### config.mk
export PLATFORM = sky130hd
export DESIGN_NAME = trap_controller
export DESIGN_NICKNAME = d
export VERILOG_FILES = /design/src/rtl/trap_controller.sv
export SDC_FILE = /design/constraint.sdc
export NUM_CORES = 1
export LEC_CHECK = 0
export BUFFER_PORTS_ARGS = -buffer_cell sky130_fd_sc_hd__buf_2
export CAP_MARGIN = 40
export CORE_AREA = 2 2 146 148
export CTS_CLUSTER_DIAMETER = 40
export CTS_CLUSTER_SIZE = 24
export DETAILED_ROUTE_END_ITERATION = 16
export DIE_AREA = 0 0 148 150
export SKIP_LAST_GASP = 1
export SLEW_MARGIN = 20
export SYNTH_ARGS = -nofsm -noshare
export SYNTH_HDL_FRONTEND = slang
export SYNTH_SLANG_ARGS = --single-unit
### constraint.sdc
create_clock -name clk -period 9.63 [get_ports clk]
set_input_delay 1.4445 -clock clk [delete_from_list [all_inputs] [get_ports clk]]
set_output_delay 1.4445 -clock clk [all_outputs]
set_load 0.02 [all_outputs]
### src/rtl/trap_controller.sv
// Trap/interrupt sequencer: accepts an exception, interrupt or MRET in IDLE,
// then walks FLUSH -> WRITE -> REDIRECT, driving CSR updates and the fetch redirect.
module trap_controller (
    input  logic        clk,
    input  logic        rst,
    input  logic        exc_valid_i,
    input  logic [3:0]  exc_cause_i,
    input  logic [31:0] exc_pc_i,
    input  logic [31:0] exc_tval_i,
    input  logic        mret_i,
    input  logic        irq_ext_i,
    input  logic        irq_sw_i,
    input  logic        irq_timer_i,
    input  logic        instruction_finished_i,
    input  logic [31:0] irq_pc_i,
    input  logic        mstatus_mie_i,
    input  logic        mstatus_mpie_i,
    input  logic [31:0] mie_i,
    input  logic [31:0] mtvec_i,
    input  logic [31:0] mepc_i,
    output logic        busy_o,
    output logic        flush_o,
    output logic        redirect_valid_o,
    output logic [31:0] redirect_pc_o,
    input  logic        redirect_ready_i,
    output logic        trap_wr_en_o,
    output logic [31:0] mepc_o,
    output logic [31:0] mcause_o,
    output logic [31:0] mtval_o,
    output logic        mstatus_wr_en_o,
    output logic        mstatus_mie_o,
    output logic        mstatus_mpie_o,
    output logic [31:0] mip_o
);

    typedef enum logic [1:0] {IDLE, FLUSH, WRITE, REDIRECT} state_t;

    state_t      state, state_n;
    logic        is_mret_q, is_irq_q, mie_at_accept_q;
    logic [3:0]  code_q;

    logic        irq_gate, ext_en, sw_en, tmr_en, irq_any;
    logic [3:0]  irq_code;
    logic        take_exc, take_irq, take_mret;
    logic [31:0] tvec_base, target;
    logic        unused_ok;

    assign unused_ok = ^{mie_i[31:12], mie_i[10:8], mie_i[6:4], mie_i[2:0], mepc_i[0]};

    assign irq_gate  = mstatus_mie_i & instruction_finished_i;
    assign ext_en    = irq_gate & irq_ext_i   & mie_i[11];
    assign sw_en     = irq_gate & irq_sw_i    & mie_i[3];
    assign tmr_en    = irq_gate & irq_timer_i & mie_i[7];
    assign irq_any   = ext_en | sw_en | tmr_en;
    assign irq_code  = ext_en ? 4'd11 : (sw_en ? 4'd3 : 4'd7);

    assign take_exc  = exc_valid_i;
    assign take_irq  = !exc_valid_i & irq_any;
    assign take_mret = !exc_valid_i & !irq_any & mret_i;

    // Vectored mode only offsets interrupts; exceptions always land on the base.
    assign tvec_base = {mtvec_i[31:2], 2'b00};
    always_comb begin
        target = tvec_base;
        if (is_mret_q)
            target = {mepc_i[31:1], 1'b0};
        else if (is_irq_q && mtvec_i[1:0] == 2'b01)
            target = tvec_base + {26'b0, code_q, 2'b00};
    end

    always_comb begin
        state_n = state;
        case (state)
            IDLE:     if (take_exc || take_irq || take_mret) state_n = FLUSH;
            FLUSH:    state_n = WRITE;
            WRITE:    state_n = REDIRECT;
            REDIRECT: if (redirect_ready_i) state_n = IDLE;
            default:  state_n = IDLE;
        endcase
    end

    always_ff @(posedge clk or posedge rst) begin
        if (rst) state <= IDLE;
        else     state <= state_n;
    end

    // Event capture; MRET leaves the trap CSR image untouched.
    always_ff @(posedge clk or posedge rst) begin
        if (rst) begin
            is_mret_q       <= 1'b0;
            is_irq_q        <= 1'b0;
            mie_at_accept_q <= 1'b0;
            code_q          <= 4'd0;
            mepc_o          <= 32'd0;
            mcause_o        <= 32'd0;
            mtval_o         <= 32'd0;
        end else if (state == IDLE) begin
            if (take_exc) begin
                is_mret_q       <= 1'b0;
                is_irq_q        <= 1'b0;
                mie_at_accept_q <= mstatus_mie_i;
                code_q          <= exc_cause_i;
                mepc_o          <= exc_pc_i;
                mcause_o        <= {28'd0, exc_cause_i};
                mtval_o         <= exc_tval_i;
            end else if (take_irq) begin
                is_mret_q       <= 1'b0;
                is_irq_q        <= 1'b1;
                mie_at_accept_q <= mstatus_mie_i;
                code_q          <= irq_code;
                mepc_o          <= irq_pc_i;
                mcause_o        <= {1'b1, 27'd0, irq_code};
                mtval_o         <= 32'd0;
            end else if (take_mret) begin
                is_mret_q       <= 1'b1;
                is_irq_q        <= 1'b0;
            end
        end
    end

    // Outputs are registered from the next state so they line up with it.
    always_ff @(posedge clk or posedge rst) begin
        if (rst) begin
            busy_o           <= 1'b0;
            flush_o          <= 1'b0;
            trap_wr_en_o     <= 1'b0;
            mstatus_wr_en_o  <= 1'b0;
            mstatus_mie_o    <= 1'b0;
            mstatus_mpie_o   <= 1'b0;
            redirect_valid_o <= 1'b0;
            redirect_pc_o    <= 32'd0;
            mip_o            <= 32'd0;
        end else begin
            busy_o           <= (state_n != IDLE);
            flush_o          <= (state_n == FLUSH);
            trap_wr_en_o     <= (state_n == WRITE) && !is_mret_q;
            mstatus_wr_en_o  <= (state_n == WRITE);
            mstatus_mie_o    <= (state_n == WRITE) && is_mret_q && mstatus_mpie_i;
            mstatus_mpie_o   <= (state_n == WRITE) && (is_mret_q || mie_at_accept_q);
            redirect_valid_o <= (state_n == REDIRECT);
            if (state == WRITE)
                redirect_pc_o <= target;
            else if (state_n == IDLE)
                redirect_pc_o <= 32'd0;
            mip_o <= {20'd0, irq_ext_i, 3'd0, irq_timer_i, 3'd0, irq_sw_i, 3'd0};
        end
    end

endmodule

==> flow_summary.toml <==
[outcome]
outcome = "complete, no violations"

[yosys]
synth-edff-count = 0
yosys-top-cells-area = "dfrtp_1 49%, buf_4 7.3%, mux2i_1 5.7%"
synth_top_area_cell = "dfrtp_1"
yosys_register_bits = 115
synthCells = 576
ys_async_sr_fraction = 1.00
synth_cell_types = 52
synth-seq-area-share = 0.492
synth_ff_type = "dfrtp_1"
ys_warn_count = 0
synth_top_area_frac = 0.492
synthesis.area_sq_um = 5850
syn_area_per_cell_sq_um = 10.1

[clock_network]
clk_path_buf_depth = 2
numClockSinks = 115
cts-root-buf = "clkbuf_16"
postCtsSetupRepairBufs = 0
cts_htree_levels = 4
cts_hold_buf = 0
cts_resized = 0
clk_pin_slew_ps = 60
cts_buffers = 17
worstSkewPairLatency_ps = 410
cts_tree = "yes"

[finish]
syn_to_final_growth_pct = 36.2
fin_area_sq_um = 7960
layout-drive-gt1-share = 0.391
multi_input_area_sq_um = 2560
diodes = 0
fillers = 2122
finish.net_count = 1067
register_area_sq_um = 2880

[critical_path]
r2r_slack_ps = 7130
r2r_cells = 4
critPathMaxFanout = 7
slowest_stage = "fa_1"
crit_required_ps = 9890
crit_path_end = "redirect_pc_o[24]"
crit_start = "mtvec_i[2]"
critPathLaunchType = "input port"
crit_type = "in -> reg"
cp-end-kind = "register"
worstPathArrival_ps = 3380
r2r_start = "state[1]"
r2r_end = "redirect_pc_o[27]"
slowest_delay_ps = 380
crit_chain = "buf_2 -> ha_1 -> inv_1 -> fa_1 -> nor2b_1 -> o31a_1 -> nand4_1 -> nor2_1 -> xnor2_1 -> o21ai_0"

[placed_design]
placed_cell_area_sq_um = 7370
port_buffers = 286
routabilityCongestion = 0.752
post-dp-hpwl_mm = 13.2

[grt]
grt_usage = 0.155
grt_first_pass_wirelength_mm = 26.4
grt_overflow = 0
grt_pass1_vias = 4897
grt_start_max_net_pins = 69
antenna_found_initial = 2

[route]
routed_wl_mm = 17.4
detail-route-antenna-nets = 0
vias = 5053
dr.first_iter.drc_count = 165
via_per_inst = 4.42
wl_per_cell_um = 15.2
drc = 0
dr.pass1.iters = 4

[pwr]
clock_power_share = 0.261
p_per_area_nw_per_um2 = 305
combPwrFrac = 0.405
p_seq_frac = 0.334
switching_power_mw = 0.986
power.total_mw = 2.43
p_leak_nw = 4.13
internal_power_mw = 1.44
p_sw_frac = 0.406
ir_drop_v = 0.000135

[floorplan]
fp.dieH_um = 150
io_pins = 374
core_sq_um = 20700
rows = 53
start_util = 0.283
die_area_sq_um = 22200
dieWidth_um = 148

[timing]
max_freq_ghz = 0.321
tightest_slew_ps = 812
drv_slew = 0
timing.final.crit_period_ps = 3120
relSlewSlack = 0.459
hold_violations = 0
tns_ps = 0
setup_viol = 0
rsz0062_at_grt = "false"
fin_skew_ps = 8.74
fin_crit_sh = 0.324

[job]
drv_cap = 0

[worst_hold_path]
hold_path_class = "reg -> reg"
cell families (layout without fill, tap and decap cells):
family,Yosys count,count (layout),share of synthesized area
compound gates,163,163,0.190
xor+xnor,18,18,0.0270
fa+ha+maj,5,5,0.0120
buf+inv,103,339,0.107
flops,115,115,0.492
mux,34,34,0.0584
other cells,1,57,0.000642
simple gates,137,137,0.113
critical path, delay by kind of cell:
kind,cells,cell delay [ps]
XOR/XNOR,1,130
buffers and inverters,2,150
adder cells (fa/ha/maj),2,550
AND/OR/NAND/NOR,3,760
AO/OA/AOI/OAI,2,330
power by group through the flow:
| stage | clock network (mW) | logic [mW] | registers [mW] |
|---|---|---|---|
| global route | 0.684 | 1.08 | 0.838 |
| CTS | 0.657 | 1.00 | 0.814 |
| detailed placement | 0 | 1.00 | 0.815 |
| floorplan | 0 | 0.428 | 1.03 |
| global placement | 0 | 0.972 | 0.815 |
| finish | 0.635 | 0.983 | 0.810 |
cell usage in the layout (no fill, tap or decap), types with 6 or more instances in the layout:
master       n
dfrtp_1    115
nor3_1      11
a21oi_1     24
mux2i_1     33
xor2_1       7
o21ai_0     60
inv_1       12
a22o_1      37
nand3_1      7
and3_1       7
a22oi_1     17
nor2_1      22
clkbuf_16   17
nand2_1     59
conb_1      57
nand4_1      8
xnor2_1     11
buf_2      286
a32o_1       6
area by class of cell:
type                       count  share of cell area
clock buffer                  18              0.0552
clock inverter                14              0.0195
inverter                      13             0.00644
multi-input combinational    414               0.322
sequential                   115               0.361
tap                          275              0.0432
timing repair buffer         294               0.192
metrics by stage:
stage	util	setup slack, ps	hold WS [ps]	std cells
after CTS	0.385	6490	477	1143
after floorplan	-	5140	447	632
after detailed placement	0.356	6050	464	1111
after global routing	0.385	6240	486	1143
final	0.385	6510	471	1143
after global placement	0.353	6050	458	1107
cells in the mapped netlist, types with 4 or more instances:
library cell and count:
a21oi_1 24, a22o_1 37, a22oi_1 17, a32o_1 6
and2_1 4, and3_1 7, buf_2 14, buf_4 57
clkbuf_1 17, dfrtp_1 115, ha_1 4, inv_1 13
mux2i_1 33, nand2_1 60, nand3_1 7, nand4_1 8
nor2_1 22, nor2b_1 5, nor3_1 11, o21ai_0 60
xnor2_1 11, xor2_1 7
flip-flops by register name (all words and copies together), names as in the netlist:
name / flops
mepc_o: 32
mtval_o: 32
redirect_pc_o: 31
code_q: 3
mip_o: 3
mcause_o: 2
state: 2
busy_o: 1
flush_o: 1
is_irq_q: 1
is_mret_q: 1
mie_at_accept_q: 1
mstatus_mie_o: 1
mstatus_mpie_o: 1
mstatus_wr_en_o: 1
redirect_valid_o: 1
trap_wr_en_o: 1
how the worst min path moves through the flow:
stage,startpoint,end,cells past startpoint
detailed placement,mepc_o[20],mepc_o[20],2
global route,mepc_o[19],mepc_o[19],2
global placement,mepc_o[1],mepc_o[1],2
finish,mepc_o[28],mepc_o[28],2
CTS,mepc_o[20],mepc_o[20],2
floorplan,mie_at_accept_q,mie_at_accept_q,2
metal layers:
layer | vias up | GRT usage | share of wire
met4 | 2 | 0.0467 | 0.012
li1 | 2494 | - | -
met3 | 15 | 0.0558 | 0.078
met2 | 214 | 0.253 | 0.48
met1 | 2328 | 0.193 | 0.43
met5 | - | 0 | 0.00092
Power figures use the tool's default switching activity.
